`src/rtl/sub_pkg.sv`:
```
// Shared types for the bit-serial subtractor: FSM state encoding.
// Latency: n/a (types only).
// Backpressure: n/a.
package sub_pkg;

  typedef enum logic [1:0] {
    IDLE  = 2'd0,
    SHIFT = 2'd1,
    DONE  = 2'd2
  } state_t;

endpackage

```
`src/rtl/full_sub_cell.sv`:
```
// One-bit full subtractor: d = a - b - bin, bo = borrow out.
// Latency: combinational.
// Backpressure: none.
module full_sub_cell (
  input  logic a,
  input  logic b,
  input  logic bin,
  output logic d,
  output logic bo
);

  assign d  = a ^ b ^ bin;
  assign bo = (~a & b) | (bin & ~(a ^ b));

endmodule

```
`src/rtl/serial_subtractor.sv`:
```
// Bit-serial WIDTH-bit unsigned subtractor, LSB first: {bout, diff} = a - b - bin.
// Latency: done pulses WIDTH+1 cycles after start is accepted; one op per WIDTH+2 cycles.
// Backpressure: none; start is only sampled in IDLE and ignored while busy.
module serial_subtractor
  import sub_pkg::*;
#(
  parameter int WIDTH = 8
) (
  input  logic             clk,
  input  logic             rst_n,
  input  logic             start,
  input  logic [WIDTH-1:0] a,
  input  logic [WIDTH-1:0] b,
  input  logic             bin,
  output logic             busy,
  output logic             done,
  output logic [WIDTH-1:0] diff,
  output logic             bout
);

  localparam int CW = (WIDTH > 1) ? $clog2(WIDTH) : 1;
  localparam logic [CW-1:0] LAST = CW'(WIDTH - 1);

  state_t           state;
  logic [WIDTH-1:0] sa;
  logic [WIDTH-1:0] sb;
  logic [WIDTH-1:0] sd;
  logic             br;
  logic [CW-1:0]    cnt;
  logic             d;
  logic             bo;

  full_sub_cell u_cell (
    .a   (sa[0]),
    .b   (sb[0]),
    .bin (br),
    .d   (d),
    .bo  (bo)
  );

  always_ff @(posedge clk or negedge rst_n) begin
    if (!rst_n) begin
      state <= IDLE;
      sa    <= '0;
      sb    <= '0;
      sd    <= '0;
      br    <= 1'b0;
      cnt   <= '0;
      busy  <= 1'b0;
      done  <= 1'b0;
      diff  <= '0;
      bout  <= 1'b0;
    end else begin
      case (state)
        IDLE: begin
          done <= 1'b0;
          if (start) begin
            sa    <= a;
            sb    <= b;
            br    <= bin;
            cnt   <= '0;
            sd    <= '0;
            busy  <= 1'b1;
            state <= SHIFT;
          end
        end
        SHIFT: begin
          sd  <= {d, sd[WIDTH-1:1]};
          sa  <= {1'b0, sa[WIDTH-1:1]};
          sb  <= {1'b0, sb[WIDTH-1:1]};
          br  <= bo;
          cnt <= cnt + 1'b1;
          // This cycle consumes the MSB, so the final word is the shift-in value.
          if (cnt == LAST) begin
            diff  <= {d, sd[WIDTH-1:1]};
            bout  <= bo;
            done  <= 1'b1;
            state <= DONE;
          end
        end
        DONE: begin
          done  <= 1'b0;
          busy  <= 1'b0;
          state <= IDLE;
        end
        default: begin
          done  <= 1'b0;
          busy  <= 1'b0;
          state <= IDLE;
        end
      endcase
    end
  end

endmodule
```
`config.mk`:
```
export PLATFORM = sky130hd
export DESIGN_NAME = serial_subtractor
export DESIGN_NICKNAME = d
export VERILOG_FILES = /design/src/rtl/sub_pkg.sv /design/src/rtl/full_sub_cell.sv /design/src/rtl/serial_subtractor.sv
export SDC_FILE = /design/constraint.sdc
export NUM_CORES = 1
export LEC_CHECK = 0
export BUFFER_PORTS_ARGS = -buffer_cell sky130_fd_sc_hd__buf_2
export CAP_MARGIN = 20
export CORE_ASPECT_RATIO = 2
export CORE_MARGIN = 3
export CORE_UTILIZATION = 45
export CTS_CLUSTER_SIZE = 30
export DETAILED_ROUTE_END_ITERATION = 12
export PLACE_DENSITY = 0.67
export SLEW_MARGIN = 20
export SYNTH_ARGS = -nofsm -noshare
export SYNTH_HDL_FRONTEND = slang
export SYNTH_SLANG_ARGS = --single-unit
```
`constraint.sdc`:
```
create_clock -name clk -period 1.9 [get_ports clk]
set_input_delay 0.475 -clock clk [delete_from_list [all_inputs] [get_ports clk]]
set_output_delay 0.475 -clock clk [all_outputs]
set_load 0.005 [all_outputs]
```
# [After elaboration in Yosys (flattened, before gate mapping)]
# Cells that the tools add are included.
[word_totals] reg_bits=41 latchBits=0 ramBits=0 romBits=0 inputBits=20 output_inout_bits=11 wordCells=46 mem_count=0
[classes] addsub=1 n_mul=0 div=0 magnitude_cmp=0 eq_ne=4 n_shift=0 mux=17 n_bitwise=8 n_reduce_logical=6
[ops] cell="$pmux 8 s2" count=3
[ops] cell="$mux 8" count=3
[ops] cell="$reduce_and 2->1" count=4
[ops] cell="$pmux 3 s2" count=1
[ops] cell="$mux 1" count=4
[ops] cell="$mux 2" count=2
[ops] cell="$ne 2x2->1 const B" count=2
[ops] cell="$pmux 1 s2" count=2
[ops] cell="$pmux 2 s2" count=1
[ops] cell="$add 3x1->3 const B" count=1
[ops] cell="$eq 3x3->1 const B" count=1
[ops] cell="$mux 3" count=1
[ops] cell="$not 1->1" count=3
[ops] cell="$and 1x1->1" count=2
[ops] cell="$eq 2x1->1 const B" count=1
[ops] cell="$logic_not 2->1" count=1
[ops] cell="$reduce_bool 2->1" count=1
[ops] cell="$xor 1x1->1" count=2
[ops] cell="$or 1x1->1" count=1

# [Longest topological paths before layout]
[depth] word_depth=5 depth_mapped=6 mapped_depth_nobuf=5

# [By module]
# Synthesis repeated with hierarchy kept, for this count alone.
[hier_totals] cells_unflattened=144 area_unflattened_um2=1750.4
[by_module_without_submodules] mod="serial_subtractor" n_inst=1 cells_each=140 area_each_um2=1719.1 seq_area_each_um2=1001.0
[by_module_without_submodules] mod="full_sub_cell" n_inst=1 cells_each=4 area_each_um2=31.3 seq_area_each_um2=0.0

# [Least setup slack after synthesis]
# Ideal clock, no wire load.
[synth_timing] path_kind="register to register" from="register cnt[0]" to="register diff[0]" setup_ns=0.125 arrival_time_ns=1.343 t_required_ns=1.775 slack_ns=0.432 path_stages_with_launch=6 n_path_buf=1 period_less_slack_ns=1.468 path_cell_list="dfrtp_1 ha_1 ha_1 nand3b_1 buf_4 mux2_2"
[synth_between] elab_chain_cells=2
[synth_rtl] item="start, declared" line="serial_subtractor.sv:29" rtl="logic [CW-1:0] cnt;"
[synth_rtl] item="start signal, assigned" line="serial_subtractor.sv:72" rtl="cnt <= cnt + 1'b1;"
[synth_rtl] item="$eq 3x3->1" line="serial_subtractor.sv:74" rtl="if (cnt == LAST) begin"
[synth_rtl] item="$reduce_and 2->1 (no line)"
[synth_rtl] item="end signal, assigned" line="serial_subtractor.sv:75" rtl="diff <= {d, sd[WIDTH-1:1]};"
[synth_rtl] item="end, declared" line="serial_subtractor.sv:17" rtl="output logic [WIDTH-1:0] diff,"
# Every way passes these cells.
# A chain may end at the register's enable or synchronous reset.

# [Worst setup path in the final report]
# Same ends and word-level chain as after synthesis.

==> flow_summary.json <==
{
  "place_inst": 218,
  "r2r_cells": 4,
  "diodes": 0,
  "antenna_found_initial": 0,
  "path_cells": "ha_1, ha_1, nand3b_1, mux2_2",
  "routed_wl_mm": 3.605,
  "first_global_vias": 1353,
  "leakage_nw": 0.9402,
  "post_cts_resized": 0,
  "tns_ps": 0,
  "tightest_slew_ps": 840.7,
  "rsz0062_at_grt": "no",
  "min_period_over_period_pct": 90.27,
  "synth-edff-count": 0,
  "setup_viol": 0,
  "seqPwrFrac_pct": 48.1,
  "drive_gt1_share_pct": 31.07,
  "yosysWarnings": 0,
  "fin_crit_ps": 1715,
  "path_common_cell": "ha_1",
  "clockPowerShare_pct": 17.5,
  "ant_nets": 0,
  "core_mm2": 0.003646,
  "grt_pass1_wl_mm": 6.216,
  "critPathKind": "reg2reg",
  "critPathRequiredTime_ps": 2070,
  "mostFrequentLayoutCell": "dfrtp_1",
  "postSynthCellCount": 146,
  "drt-vias-per-instance": 5.584,
  "vias": 1262,
  "hold_buffers": 0,
  "clk_path_buf_depth": 2,
  "ys_seq_elements": 40,
  "p_comb_share_pct": 34.4,
  "clkTransAtPathRegs_ps": 80,
  "critPathArrivalTime_ps": 1890,
  "maxCapViolCount": 0,
  "p_per_area_mw_per_mm2": 1607,
  "die_w_um": 49.66,
  "ff2ff_setup_slack_ps": 180,
  "cts_sinks": 40,
  "syn_area_per_cell_um2": 11.75,
  "drc": 0,
  "async_reset_ff_share_pct": 100.0,
  "r2r_start": "cnt[0]",
  "start_util_pct": 47.05,
  "synth_flop_cell": "dfrtp_1",
  "die_area_mm2": 0.004634,
  "worst_hold_path_type": "in2async",
  "ys_top_cells_by_area": "dfrtp_1 (58%), o22ai_1 (9.5%), mux2_2 (5.3%)",
  "grt_max_degree": 22,
  "final_nets": 199,
  "cts_tree": "yes",
  "final_cells": 226,
  "numPortBuffers": 30,
  "outcome": "finished, final reports clean",
  "cp_slowest_stage_delay_ps": 400,
  "grt_usage_pct": 17.63,
  "hpwlAfterDp_mm": 2.669,
  "dieHeight_um": 93.32,
  "wl_per_cell_um": 15.95,
  "htreeDepth": 2,
  "p_int_mw": 2.039,
  "ys_seq_area_share_pct": 58.35,
  "p_sw_share_pct": 36.04,
  "syn_area_mm2": 0.001715,
  "fin_skew_ps": 12.90,
  "slew_violations": 0,
  "r2r-end": "diff[0]",
  "fmax_ghz": 0.5830,
  "hold_viol": 0,
  "critPathLaunchType": "flip-flop",
  "layout_common_cells": "dfrtp_1 (40), buf_2 (30), o22ai_1 (26)",
  "io_pins": 31,
  "root_buffer": "clkbuf_8",
  "gp_congestion": 0.7575,
  "fp-row-count": 31,
  "synthDistinctLibCells": 28,
  "syn_to_final_growth_pct": 15.61,
  "ir_worst_vdd_mv": 0.7986,
  "first_pass_iters": 4,
  "syn-num-nets": 169,
  "worstPathMaxFanout": 11,
  "post-cts-setup-buffers": 0,
  "synth_top_area_share_pct": 58.35,
  "slowest_stage": "dfrtp_1",
  "synth.largest_area_cell": "dfrtp_1",
  "drt_iter0_markers": 29,
  "clock_latency_ps": 300,
  "worstSetupEndpointType": "flip-flop",
  "slew_headroom_pct": 43.84,
  "numCtsBuffers": 5,
  "grt-ovfl-total": 0,
  "p_sw_mw": 1.149
}
==> cell families (layout without fill, tap and decap cells) <==
logic type / after synthesis / in the layout / share of synthesized area [%]
compound gates: 61 / 61 / 22.69
simple gates: 16 / 16 / 5.252
buf+inv: 18 / 49 / 5.835
mux: 8 / 8 / 5.252
flops: 40 / 40 / 58.35
fa+ha+maj: 3 / 3 / 2.626
==> sequential cells by signal, indices dropped and copies added (netlist names) <==
name	cells
bout	1
br	1
busy	1
cnt	3
diff	8
done	1
sa	8
sb	8
sd	7
state	2
==> Yosys cell counts, types with 3 or more instances <==
master	count
inv_1	7
mux2_2	8
a22o_1	9
buf_2	4
o21ai_0	6
nand2_1	5
a21oi_1	15
o22ai_1	26
buf_4	3
dfrtp_1	40
nor2_1	3
==> layer usage <==
layer | vias up | global-route usage, % | wire length (um)
met5 | - | 0 | 0
met3 | 10 | 4.625 | 179
met2 | 32 | 30.42 | 1949
met4 | 0 | 9.700 | 89
met1 | 623 | 19.11 | 1387
li1 | 597 | - | -
==> power by group through the flow <==
stage               sequential (mW)  clock [mW]  combinational [mW]
floorplan                      1.46           0               0.843
global placement               1.52           0                1.05
detailed placement             1.55           0                1.11
CTS                            1.53       0.579                1.12
global route                   1.59       0.619                1.24
finish                         1.53       0.557                1.10
==> worst max path at each step <==
| stage | from | endpoint |
|---|---|---|
| 2_1_floorplan | cnt[0] | diff[0] |
| 3_3_place_gp | cnt[0] | diff[5] |
| 3_5_place_dp | cnt[0] | diff[0] |
| 4_1_cts | cnt[0] | diff[0] |
| 5_1_grt | cnt[0] | diff[0] |
| 6_report | cnt[0] | diff[0] |
==> area by class of cell <==
type | instances | area, um2
Tap cell | 49 | 61.31
Multi-Input combinational cell | 88 | 614.3
Fill cell | 366 | 1663
Timing Repair Buffer | 34 | 192.7
Clock buffer | 5 | 68.82
Clock inverter | 3 | 18.77
Inverter | 7 | 26.28
Sequential cell | 40 | 1001
==> through the flow <==
step / hold WS (ps) / util (%) / cell area, um2 / worst slack (ps) / power, mW
2_1_floorplan: 179.4 / - / 1715 / 432.2 / 2.303
3_3_place_gp: 445.6 / 51.99 / 1896 / 269.1 / 2.579
3_5_place_dp: 457.2 / 51.99 / 1896 / 186.8 / 2.657
4_1_cts: 130.6 / 54.39 / 1983 / 165.4 / 3.229
5_1_grt: 134.6 / 54.39 / 1983 / 95.17 / 3.452
6_report: 123.5 / 54.39 / 1983 / 184.8 / 3.187
==> worst max-delay path: cells and delay by family (launching register included) <==
| kind | cells | cell delay, ps |
|---|---|---|
| adder cells (fa/ha/maj) | 2 | 400 |
| multiplexers | 1 | 400 |
| AND/OR/NAND/NOR | 1 | 390 |
| flip-flops | 1 | 400 |
Power figures use the tool's default switching activity.
